[config.mk]
export PLATFORM = sky130hd
export DESIGN_NAME = sync_fifo_param
export DESIGN_NICKNAME = d
export VERILOG_FILES = /design/src/rtl/sync_fifo_param.sv
export SDC_FILE = /design/constraint.sdc
export NUM_CORES = 1
export LEC_CHECK = 0
export ABC_CLOCK_PERIOD_IN_PS = 3350
export CAP_MARGIN = 20
export CORE_AREA = 2 2 76 150
export CTS_CLUSTER_DIAMETER = 150
export DETAILED_ROUTE_END_ITERATION = 6
export DIE_AREA = 0 0 78 152
export GPL_TIMING_DRIVEN = 0
export PLACE_DENSITY_LB_ADDON = 0.05
export SYNTH_ARGS = -nofsm -noshare
export SYNTH_HDL_FRONTEND = slang
export SYNTH_SLANG_ARGS = --single-unit
[constraint.sdc]
create_clock -name clk -period 3.35 [get_ports clk]
set_clock_uncertainty 0.1 [all_clocks]
set_input_delay 0.5025 -clock clk [delete_from_list [all_inputs] [get_ports clk]]
set_output_delay 0.5025 -clock clk [all_outputs]
set_load 0.01 [all_outputs]
[src/rtl/sync_fifo_param.sv]
// Parameterised synchronous FIFO with threshold flags and sticky overflow/underflow errors.
// Optional macro SYNC_FIFO_FWFT_EN selects first-word-fall-through output; undefined gives registered-read mode.
module sync_fifo_param #(
   parameter int SIZE     = 4,
   parameter int WIDTH    = 8,
   parameter int AF_LEVEL = 12,
   parameter int AE_LEVEL = 4
) (
   input  logic             clk,
   input  logic             rst_n,
   input  logic             write_en,
   input  logic [WIDTH-1:0] data_in,
   input  logic             read_en,
   output logic [WIDTH-1:0] data_out,
   output logic             data_valid,
   output logic             fifo_full,
   output logic             fifo_empty,
   output logic             almost_full,
   output logic             almost_empty,
   output logic [SIZE:0]    fill_count,
   output logic             overflow,
   output logic             underflow,
   input  logic             clr_err
);

   localparam int            DEPTH  = 1 << SIZE;
   localparam logic [SIZE:0] ZERO_L  = {(SIZE+1){1'b0}};
   localparam logic [SIZE:0] ONE_L   = {{SIZE{1'b0}}, 1'b1};
   localparam logic [SIZE:0] DEPTH_L = {1'b1, {SIZE{1'b0}}};
   localparam logic [SIZE:0] AF_L    = AF_LEVEL[SIZE:0];
   localparam logic [SIZE:0] AE_L    = AE_LEVEL[SIZE:0];

   logic [WIDTH-1:0] mem_q [DEPTH];

   logic [SIZE:0]    wr_ptr_q, wr_ptr_d;
   logic [SIZE:0]    rd_ptr_q, rd_ptr_d;
   logic [SIZE:0]    fill_q, fill_d;
   logic [WIDTH-1:0] dout_q, dout_d;
   logic             dvalid_q, dvalid_d;
   logic             ovf_q, ovf_d;
   logic             udf_q, udf_d;

   logic             empty_s, full_s;
   logic             rd_acc_s, wr_acc_s;
   logic             ovf_set_s, udf_set_s;
   logic [SIZE-1:0]  wr_idx_s;

   // Acceptance decode; a read frees a slot so a write on full still goes through.
   always_comb begin
      empty_s   = (fill_q == ZERO_L);
      full_s    = (fill_q == DEPTH_L);
      rd_acc_s  = read_en & ~empty_s;
      wr_acc_s  = write_en & (~full_s | rd_acc_s);
      ovf_set_s = write_en & ~wr_acc_s;
      udf_set_s = read_en & empty_s;
      wr_idx_s  = wr_ptr_q[SIZE-1:0];
   end

   // Pointer, occupancy and sticky error next-state; a new error beats clr_err.
   always_comb begin
      wr_ptr_d = wr_ptr_q;
      rd_ptr_d = rd_ptr_q;
      fill_d   = fill_q;
      ovf_d    = ovf_q;
      udf_d    = udf_q;

      if (wr_acc_s) begin
         wr_ptr_d = wr_ptr_q + ONE_L;
      end else begin
         wr_ptr_d = wr_ptr_q;
      end

      if (rd_acc_s) begin
         rd_ptr_d = rd_ptr_q + ONE_L;
      end else begin
         rd_ptr_d = rd_ptr_q;
      end

      case ({wr_acc_s, rd_acc_s})
         2'b10:   fill_d = fill_q + ONE_L;
         2'b01:   fill_d = fill_q - ONE_L;
         default: fill_d = fill_q;
      endcase

      if (ovf_set_s) begin
         ovf_d = 1'b1;
      end else if (clr_err) begin
         ovf_d = 1'b0;
      end else begin
         ovf_d = ovf_q;
      end

      if (udf_set_s) begin
         udf_d = 1'b1;
      end else if (clr_err) begin
         udf_d = 1'b0;
      end else begin
         udf_d = udf_q;
      end
   end

`ifdef SYNC_FIFO_FWFT_EN
   logic [SIZE-1:0] rd_idx_nxt_s;

   // Registered head word: the word at the post-edge read pointer, bypassing a write landing there.
   always_comb begin
      rd_idx_nxt_s = rd_ptr_d[SIZE-1:0];
      dvalid_d     = (fill_d != ZERO_L);
      if (fill_d == ZERO_L) begin
         dout_d = dout_q;
      end else if (wr_acc_s && (wr_idx_s == rd_idx_nxt_s)) begin
         dout_d = data_in;
      end else begin
         dout_d = mem_q[rd_idx_nxt_s];
      end
   end
`else
   logic [SIZE-1:0] rd_idx_s;

   // Registered read: capture the head on an accepted pop, pulse valid for one cycle.
   always_comb begin
      rd_idx_s = rd_ptr_q[SIZE-1:0];
      dvalid_d = rd_acc_s;
      if (rd_acc_s) begin
         dout_d = mem_q[rd_idx_s];
      end else begin
         dout_d = dout_q;
      end
   end
`endif

   // Storage write; the array itself is not reset.
   always_ff @(posedge clk) begin
      if (rst_n && wr_acc_s) begin
         mem_q[wr_idx_s] <= data_in;
      end
   end

   // State registers with synchronous active-low reset.
   always_ff @(posedge clk) begin
      if (!rst_n) begin
         wr_ptr_q <= ZERO_L;
         rd_ptr_q <= ZERO_L;
         fill_q   <= ZERO_L;
         dout_q   <= {WIDTH{1'b0}};
         dvalid_q <= 1'b0;
         ovf_q    <= 1'b0;
         udf_q    <= 1'b0;
      end else begin
         wr_ptr_q <= wr_ptr_d;
         rd_ptr_q <= rd_ptr_d;
         fill_q   <= fill_d;
         dout_q   <= dout_d;
         dvalid_q <= dvalid_d;
         ovf_q    <= ovf_d;
         udf_q    <= udf_d;
      end
   end

   // Status flags decode registered occupancy; reset forces the empty view.
   always_comb begin
      data_out     = dout_q;
      data_valid   = dvalid_q;
      fill_count   = fill_q;
      overflow     = ovf_q;
      underflow    = udf_q;
      fifo_empty   = ~rst_n | empty_s;
      almost_empty = ~rst_n | (fill_q <= AE_L);
      fifo_full    = rst_n & full_s;
      almost_full  = rst_n & (fill_q >= AF_L);
   end

   sync_fifo_param_chk #(.SIZE(SIZE)) u_chk (
      .clk    (clk),
      .rst_n  (rst_n),
      .wr_ptr (wr_ptr_q),
      .rd_ptr (rd_ptr_q),
      .fill   (fill_q),
      .full   (full_s),
      .empty  (empty_s)
   );

endmodule

// Structural invariants of the FIFO bookkeeping.
module sync_fifo_param_chk #(
   parameter int SIZE = 4
) (
   input logic          clk,
   input logic          rst_n,
   input logic [SIZE:0] wr_ptr,
   input logic [SIZE:0] rd_ptr,
   input logic [SIZE:0] fill,
   input logic          full,
   input logic          empty
);

   localparam logic [SIZE:0] DEPTH_L = {1'b1, {SIZE{1'b0}}};

   a_fill_ptr : assert property (@(posedge clk) disable iff (!rst_n) fill == (wr_ptr - rd_ptr))
      else $error("fill_count inconsistent with pointers");
   a_fill_max : assert property (@(posedge clk) disable iff (!rst_n) fill <= DEPTH_L)
      else $error("fill_count above depth");
   a_full_empty : assert property (@(posedge clk) disable iff (!rst_n) !(full && empty))
      else $error("full and empty together");

endmodule

==> results of run 1 <==
==> cells in the mapped netlist (all sizes together) (2+ instances only) <==
| cell | number | share of area, % |
|---|---|---|
| a21oi | 10 | 0.88 |
| and2 | 2 | 0.20 |
| buf | 12 | 1.1 |
| clkbuf | 9 | 0.55 |
| dfxtp | 24 | 7.8 |
| edfxtp | 128 | 63 |
| ha | 7 | 1.4 |
| inv | 6 | 0.37 |
| mux2i | 22 | 3.8 |
| mux4 | 32 | 12 |
| nand2 | 10 | 0.61 |
| nand2b | 6 | 0.61 |
| nand3 | 12 | 0.98 |
| nor2 | 24 | 1.5 |
| nor3 | 4 | 0.33 |
| o21a | 2 | 0.24 |
| o21ai | 5 | 0.47 |
| o221ai | 8 | 1.1 |
| o31a | 2 | 0.29 |
| or2 | 3 | 0.31 |
| or3 | 4 | 0.41 |
| xnor2 | 2 | 0.29 |
| xor2 | 2 | 0.29 |
==> worst max-delay path, cell delays in order <==
cell,delay [ns]
clkdlybuf4s50_1,0.63
clkbuf_2,0.32
buf_1,0.43
o21ai_0,0.17
clkdlybuf4s50_1,0.51
==> metrics by stage <==
step                power, mW  utilization [%]  instances
finish                   5.12             66.9        552
global route             5.32             66.9        552
global placement         3.20             61.2        520
CTS                      5.14             66.8        552
detailed placement       3.22             61.2        520
floorplan                2.84                -        350
==> metal layers <==
metal  up-vias  GRT usage [%]
met5         -              0
met3        18           4.99
met4         0           8.86
met1      1664           25.0
met2        85           44.0
li1       1497              -
==> worst min-delay path by stage <==
stage / from / to / cells after the start
6_report: underflow$_SDFFE_PN0P_ / underflow$_SDFFE_PN0P_ / 2
2_1_floorplan: wr_ptr_q[3]$_SDFFE_PN0P_ / wr_ptr_q[3]$_SDFFE_PN0P_ / 2
5_1_grt: underflow$_SDFFE_PN0P_ / underflow$_SDFFE_PN0P_ / 2
3_3_place_gp: underflow$_SDFFE_PN0P_ / underflow$_SDFFE_PN0P_ / 2
3_5_place_dp: underflow$_SDFFE_PN0P_ / underflow$_SDFFE_PN0P_ / 2
4_1_cts: underflow$_SDFFE_PN0P_ / underflow$_SDFFE_PN0P_ / 2
==> sequential cells by signal, summed over array words and instances (netlist names) <==
register    flops
overflow        1
fill_count      5
rd_ptr_q        4
data_out        8
data_valid      1
mem_q         128
wr_ptr_q        4
underflow       1
==> cell families after synthesis <==
kind of cell / after synthesis / share of synthesized area, %
compound gates: 36 / 4.52
xor+xnor: 4 / 0.570
mux: 54 / 15.5
flops: 152 / 70.4
fa+ha+maj: 7 / 1.43
simple gates: 70 / 5.52
buf+inv: 27 / 2.06
==> power by group <==
part,leakage [nW],internal [mW],total [mW],switching (mW)
clock,0.285,1.18,1.93,0.752
sequential,1.35,2.15,2.22,0.0730
combinational,0.676,0.453,0.968,0.515
total,2.31,3.78,5.12,1.34
==> layout make-up <==
| class | instances | share of cell area [%] |
|---|---|---|
| multi-input combinational | 171 | 23.5 |
| sequential | 152 | 59.8 |
| tap | 140 | 2.42 |
| timing repair buffer | 30 | 4.15 |
| inverter | 6 | 0.312 |
| clock inverter | 14 | 2.41 |
| clock buffer | 18 | 5.94 |
| buffer | 21 | 1.45 |
==> cells in the final DEF, fill, tap and decap left out, drive strengths merged, types with 4 or more instances in the layout <==
cell,Yosys,final
clkinv,0,5
dfxtp,24,24
nand2b,6,6
edfxtp,128,128
o21ai,5,5
clkdlybuf4s50,0,30
a21oi,10,10
nor3,4,4
o221ai,8,8
buf,12,12
mux2i,22,22
nor2,24,24
nand3,12,12
mux4,32,32
inv,6,9
ha,7,7
or3,4,4
clkbuf,9,27
nand2,10,10
==> summary.txt, run 1 <==
Pwr
  • Leakage Power: 2.31 nW
  • Max VDD drop: 560 uV
  • Power Density: 708 nW/um^2

Timing
  • Slew HR: 34.2%
  • # setup viols final: 0
  • Setup tns final: 0 ns
  • Minimum clock period: 3.18 ns
  • Hold Vio Cnt, Final: 0
  • Unrepaired setup endpoints after global routing: no
  • Final setup margin: 0.174 ns
  • Slew @ Worst Pin: 0.983 ns
  • Period utilisation layout: 94.8%
  • Slew Limit Fails: 0
  • Max Clk Rate: 0.315 GHz
  • Hold_ws: 0.371 ns

Synth
  • Gate count after technology mapping: 350
  • Mapped Avg Cell Area: 17.6 um^2
  • Syn nets: 370
  • FF+latch count, synth: 152
  • Number of enable flip-flop cells after synthesis: 128
  • Synth Flop Type: edfxtp_1
  • Yosys warns: 0
  • Sequential element share of the synthesized area: 70.4%
  • Post-Syn Area: 6140 um^2
  • Async set-reset flop share out of synthesis: 0%
  • Cell variety after synth: 42

Setup path
  • Worst EP arrival: 2.57 ns
  • Reg-to-reg endpoint: fill_count[4]$_SDFFE_PN0P_
  • Worst Setup SP: rst_n
  • Startpoint Class: input port
  • R2r worst-path depth: 9
  • FF-to-FF Start: fill_count[1]$_SDFFE_PN0P_
  • Crit end category: output port
  • CP required: 2.75 ns
  • Crit path capture: fifo_empty
  • Crit Path Max Fanout: 10
  • Crit path kind: input port to output port
  • Reg-to-reg slack, setup: 0.32 ns

Clock network
  • Worst-path clk slew: 0.06 ns
  • Skew-Pair Late Insertion Delay: 0.42 ns
  • Cts hold-fix bufs: 0
  • CTS tree: yes
  • Post-CTS sizing: 1
  • Clock Root Buffer: clkbuf_16
  • CTS max path bufs: 2
  • Postcts setup bufs: 0
  • # H-tree levels: 4
  • CTS buffer count: 17
  • Clk sinks: 152

Min path
  • Hold crit path type: flip-flop to flip-flop

Route
  • Met2 routed WL: 7.52 mm
  • Met3 Routed Length: 406 um
  • Vias: 3,264
  • Via/cell ratio: 5.91
  • Avg WL per Cell: 23.0 um
  • Pre-antenna DRT Iters: 5
  • Final ANT Viol Nets: 0
  • Post-route met1 wirelength: 4.56 mm
  • Top layer in use: met4
  • Initial drt markers: 202
  • DRC Markers: 0
  • DRT Wirelength: 12.7 mm

Placement
  • Dpl cell area: 6620 um^2
  • Port Buffer Count: 30
  • Worst slack at placement: -0.0540 ns
  • Gp weighted congestion: 0.776
  • Placed wire-length estimate: 8.89 mm

Global routing
  • First-pass GRT wire length: 19.6 mm
  • Largest net degree at the start of global routing: 17
  • Gr usage total: 23.4%
  • Overflow after GRT: 0
  • Initial antenna violation count: 0
  • Vias in the first global route: 3,430

Final layout
  • # fillers: 734
  • Area occupied by multi-input gates: 1700 um^2
  • Fin area: 7230 um^2
  • Register area: 4320 um^2
  • Layout net count: 419
  • Layout area overhead: 17.7%
  • Antenna cells: 0
  • Share of cells above drive strength 1: 19.9%

Die
  • IO Pins: 33
  • Initial Util: 56.8%
  • Die Height: 152 um
  • Core box area: 10,800 um^2
  • Die area: 11,900 um^2
  • Die Width: 78 um
  • # rows: 54

Run
  • Max-cap viol count: 0

Run status
  • Outcome: completed
Note: power is estimated with default switching activity, not from simulation.
==> run 2, diff against run 1 <==
- SKIP_CTS_REPAIR_TIMING: default -> 1
==> results of run 2 <==
No change in the layout: final DEF, timing and power equal those of run 1.
